`src/rtl/hazard_stall_unit.sv`:
```
// Hazard stall unit: load-use, branch, multi-cycle and memory-wait control
// for the PC and pipeline registers, plus a saturating stall counter.
module hazard_stall_unit #(
  parameter int MC_LAT = 4,
  parameter int CNT_W  = 16
) (
  input  logic             clk,
  input  logic             rst_n,
  input  logic [4:0]       id_rs,
  input  logic [4:0]       id_rt,
  input  logic             id_uses_rs,
  input  logic             id_uses_rt,
  input  logic             id_ex_memread,
  input  logic [4:0]       id_ex_rt,
  input  logic             ex_mc_start,
  input  logic             ex_branch_taken,
  input  logic             mem_req,
  input  logic             mem_ready,
  output logic             pc_write,
  output logic             if_id_write,
  output logic             if_id_flush,
  output logic             id_ex_write,
  output logic             id_ex_bubble,
  output logic             ex_mem_write,
  output logic             ex_mem_bubble,
  output logic             mem_wb_bubble,
  output logic             mc_busy,
  output logic [CNT_W-1:0] stall_count
);

  typedef enum logic [1:0] {
    RUN,
    MC,
    MEMW
  } state_t;

  localparam logic [3:0] CNT_INIT = 4'(MC_LAT - 2);

  state_t     state;
  state_t     ret_state;
  state_t     state_nx;
  state_t     ret_nx;
  logic [3:0] cnt;
  logic [3:0] cnt_nx;
  logic       freeze;
  logic       lu_hit;
  logic       rs_hit;
  logic       rt_hit;

  assign freeze = mem_req && !mem_ready;
  assign rs_hit = id_uses_rs && (id_rs == id_ex_rt);
  assign rt_hit = id_uses_rt && (id_rt == id_ex_rt);
  assign lu_hit = id_ex_memread && (id_ex_rt != 5'd0)
                  && (rs_hit || rt_hit);

  assign mc_busy = rst_n && (state == MC) && (cnt != 4'd0);

  always_comb begin
    pc_write      = 1'b1;
    if_id_write   = 1'b1;
    if_id_flush   = 1'b0;
    id_ex_write   = 1'b1;
    id_ex_bubble  = 1'b0;
    ex_mem_write  = 1'b1;
    ex_mem_bubble = 1'b0;
    mem_wb_bubble = 1'b0;
    state_nx      = state;
    ret_nx        = ret_state;
    cnt_nx        = cnt;

    if (freeze) begin
      pc_write      = 1'b0;
      if_id_write   = 1'b0;
      id_ex_write   = 1'b0;
      ex_mem_write  = 1'b0;
      mem_wb_bubble = 1'b1;
      state_nx      = MEMW;
      if (state != MEMW) ret_nx = state;
    end else begin
      unique case (state)
        RUN: begin
          if (ex_branch_taken) begin
            if_id_flush  = 1'b1;
            id_ex_bubble = 1'b1;
          end else if (ex_mc_start) begin
            pc_write      = 1'b0;
            if_id_write   = 1'b0;
            id_ex_write   = 1'b0;
            ex_mem_bubble = 1'b1;
            cnt_nx        = CNT_INIT;
            // MC_LAT=2 still passes through MC so the held start is
            // not re-taken on the release cycle
            state_nx      = MC;
          end else if (lu_hit) begin
            pc_write     = 1'b0;
            if_id_write  = 1'b0;
            id_ex_bubble = 1'b1;
          end
        end
        MC: begin
          if (cnt != 4'd0) begin
            pc_write      = 1'b0;
            if_id_write   = 1'b0;
            id_ex_write   = 1'b0;
            ex_mem_bubble = 1'b1;
            cnt_nx        = cnt - 4'd1;
          end else begin
            state_nx = RUN;
          end
        end
        MEMW: state_nx = ret_state;
        default: state_nx = RUN;
      endcase
    end

    if (!rst_n) begin
      pc_write      = 1'b1;
      if_id_write   = 1'b1;
      if_id_flush   = 1'b0;
      id_ex_write   = 1'b1;
      id_ex_bubble  = 1'b0;
      ex_mem_write  = 1'b1;
      ex_mem_bubble = 1'b0;
      mem_wb_bubble = 1'b0;
    end
  end

  always_ff @(posedge clk) begin
    if (!rst_n) begin
      state       <= RUN;
      ret_state   <= RUN;
      cnt         <= 4'd0;
      stall_count <= '0;
    end else begin
      state     <= state_nx;
      ret_state <= ret_nx;
      cnt       <= cnt_nx;
      if (!pc_write && (stall_count != {CNT_W{1'b1}}))
        stall_count <= stall_count + 1'b1;
    end
  end

endmodule

```
`config.mk`:
```
export PLATFORM = sky130hd
export DESIGN_NAME = hazard_stall_unit
export DESIGN_NICKNAME = d
export VERILOG_FILES = /design/src/rtl/hazard_stall_unit.sv
export SDC_FILE = /design/constraint.sdc
export NUM_CORES = 1
export LEC_CHECK = 0
export CAP_MARGIN = 15
export CORE_UTILIZATION = 48
export CTS_CLUSTER_SIZE = 30
export DETAILED_ROUTE_END_ITERATION = 10
export PLACE_DENSITY_LB_ADDON = 0.3
export SYNTH_ARGS = -nofsm -noshare
export SYNTH_HDL_FRONTEND = slang
export SYNTH_SLANG_ARGS = --single-unit
```
`constraint.sdc`:
```
create_clock -name clk -period 3.9 [get_ports clk]
set_clock_uncertainty 0.15 [all_clocks]
set_input_delay 0.78 -clock clk [delete_from_list [all_inputs] [get_ports clk]]
set_output_delay 0.78 -clock clk [all_outputs]
set_load 0.1 [all_outputs]
```
==> impl_metrics.toml <==
[die]
core.rowCount = 19
start_util_pct = 51.3
coreArea_um2 = 2780
dieArea_um2 = 3200
die_x_um = 56.5
io_pins = 49
die_y_um = 56.5

[placed_design]
dp_hpwl_um = 2620
pre_cts_slack_ns = 0.309
portBuffers = 48
dp.cells = 247
gp_congestion = 0.812
place_area_um2 = 1990

[synth]
post_synth.cell_area_avg_um2 = 8.20
synth.largest_area_cell = "dfxtp_1"
ys_types = 41
seq_area_frac_synth_pct = 33.7
synth_fp_nets = 200
yosys-top-cells-area = "dfxtp_1 (34%), xnor2_1 (8.0%), nand2_1 (5.0%), a21oi_1 (4.2%), mux2i_1 (3.5%)"
syn_area_um2 = 1430
synth_top_area_share_pct = 33.7
ys_ff_latch = 24
synth_cells = 174
yosys_warnings = 0

[detailed_routing]
route.detailed.wl_per_inst_um = 13.4
route.detailed.drc = 0
via_per_inst = 5.88
drt_iter0_drc = 42
drtAntennaViolNets = 0
dr.pass1.iters = 4
vias = 1476
routed_wl_um = 3370

[layout]
seq_area_um2 = 480
fill_cells = 198
utilization_pct = 72.9
design_area_um2 = 2030
nNetsFinal = 247
drive_above_1_share_pct = 10.5
finalNonFillerCells = 251
diodes = 0
syn_to_final_growth_pct = 42.0
multi_input_area_um2 = 877

[clocking]
path_clk_slew_ns = 0.13
clockBufferDepth = 2
htreeDepth = 1
numCtsBuffers = 3
clockRootBuffer = "clkbuf_4"
insertion_delay_ns = 0.32
cts_resized = 0
cts_tree = "yes"
postCtsSetupRepairBufs = 0
holdBufCountCts = 0
cts.sinks = 24

[timing]
grt_setup_unrepaired = "false"
hold_violations = 0
fin_crit_sh_pct = 91.8
min_period_ns = 3.58
final-setup-viol-count = 0
fmax_mhz = 279
slew_headroom_pct = 31.5
fin_ws_ns = 0.319
slew_violations = 0
hold_ws_ns = 0.347
worst_pin_slew_ns = 1.02

[power]
pwr-share-clk_pct = 23.7
pwr-share-comb_pct = 30.1
p_sw_share_pct = 32.6
power.internal_mw = 0.377
ir_drop_v = 0.000244
power_per_cell_area_nw_per_um2 = 276
p_leak_nw = 0.700
power.share.sequential_pct = 46.2
switchingPower_mw = 0.182

[global_route]
overflow = 0
grt_max_degree = 19
grt_pass1_vias = 1442
antenna_found_initial = 0
track_usage_pct = 22.8
grt_pass1_wl_um = 5910

[critical_path]
endpoint_kind = "output pin"
crit_buf_inv = 3
path_max_fanout = 13
arrival_ns = 2.65
critPathLaunchType = "primary input"
path_delay_family = "buffers and inverters"
slowest_stage = "or4_1"
path_class = "primary input to output pin"
crit_chain = "clkdlybuf4s50_1 > or4_1 > o21a_1 > nand2_1 > o21ai_4 > inv_2 > buf_12"
critical_path_required_ns = 2.97
crit_path_max_incr_delay_ns = 0.55

[flow_run]
drv_cap = 0

[min_path]
hold_class = "flop to flop"

[outcome]
status = "completed"
[registers in the layout, summed over array words and instances, names as in the netlist]
signal and flops:
cnt 4, ret_state 2, stall_count 16, state 2
[path summary, 6_finish.rpt]
check	startpoint	slack, ns	endpoint	cells past startpoint
setup / recovery	id_ex_rt[0]	0.32	pc_write	7
hold / removal	ret_state[1]	0.35	state[1]	2
setup reg to reg	cnt[0]	1.22	stall_count[11]	10
hold reg to reg	ret_state[1]	0.35	state[1]	2
[synth_stat cells (all sizes together)]
master / number
and3: 2
buf: 6
or3: 1
and2: 1
nor3: 4
o41ai: 4
and4: 2
xnor2: 13
or4: 6
clkbuf: 2
o311a: 1
o21bai: 1
nand2b: 6
nor4b: 1
a211oi: 2
a31oi: 1
nor3b: 3
nor4: 2
nor2: 10
nor2b: 2
ha: 2
inv: 9
o21a: 2
nand2: 19
o22ai: 2
o31ai: 4
o22a: 1
nand3: 9
o21ai: 5
mux2i: 5
nand4: 4
o311ai: 3
nand3b: 1
a21oi: 12
or2: 1
or3b: 1
dfxtp: 24
[metal layers]
metal  up-vias  GRT usage, %  wire (µm)
met5         -             0          0
met2        56          39.8       1680
met3         7          5.53        188
met4         0          6.62         31
met1       679          27.5       1470
li1        734             -          -
[metrics by stage]
step	power [mW]	setup TNS [ns]
3_5_place_dp	0.432	0
2_1_floorplan	0.373	-0.245
3_3_place_gp	0.428	0
5_1_grt	0.581	0
6_report	0.559	0
4_1_cts	0.562	0
[power groups by stage]
| stage | clock network, mW | logic (mW) | registers [mW] |
|---|---|---|---|
| final | 0.132 | 0.168 | 0.259 |
| after global routing | 0.143 | 0.178 | 0.260 |
| after CTS | 0.134 | 0.169 | 0.259 |
| after detailed placement | 0 | 0.168 | 0.264 |
| after global placement | 0 | 0.165 | 0.263 |
| after floorplan | 0 | 0.102 | 0.271 |
[cell type report]
class	instances	share of cell area, %
inverter	9	1.67
multi-input combinational	133	43.3
clock buffer	4	1.79
tap	31	1.91
sequential	24	23.7
timing repair buffer	50	27.7
[worst reg2reg max path, cell delays in order (launching register included)]
cell      delay, ns
dfxtp_1        0.35
inv_1          0.07
ha_1           0.22
nor3b_1        0.19
a211oi_1       0.27
nand2_1        0.13
o21ai_4        0.19
inv_2          0.16
buf_4          0.21
or4_1          0.51
a21oi_1        0.16
[logic make-up after synthesis]
logic type / Yosys count / share of synthesized area, %
adders and majority gates: 2 / 1.75
and+or+nand+nor: 75 / 28.7
xor gates and xnor gates: 13 / 7.98
buffers and inverters: 17 / 6.05
DFF: 24 / 33.7
AOI/OAI and AO/OA: 38 / 18.4
muxes: 5 / 3.51
[cell usage in the layout, fill, tap and decap left out, drive strengths merged, types with 5 or more instances in the layout]
cell,count
a21oi,12
dfxtp,24
inv,9
nand3,9
or4,6
nand2,19
mux2i,5
xnor2,13
nand2b,6
clkdlybuf4s50,39
o21ai,5
nor2,10
buf,11
Note: power is estimated with default switching activity, not from simulation.
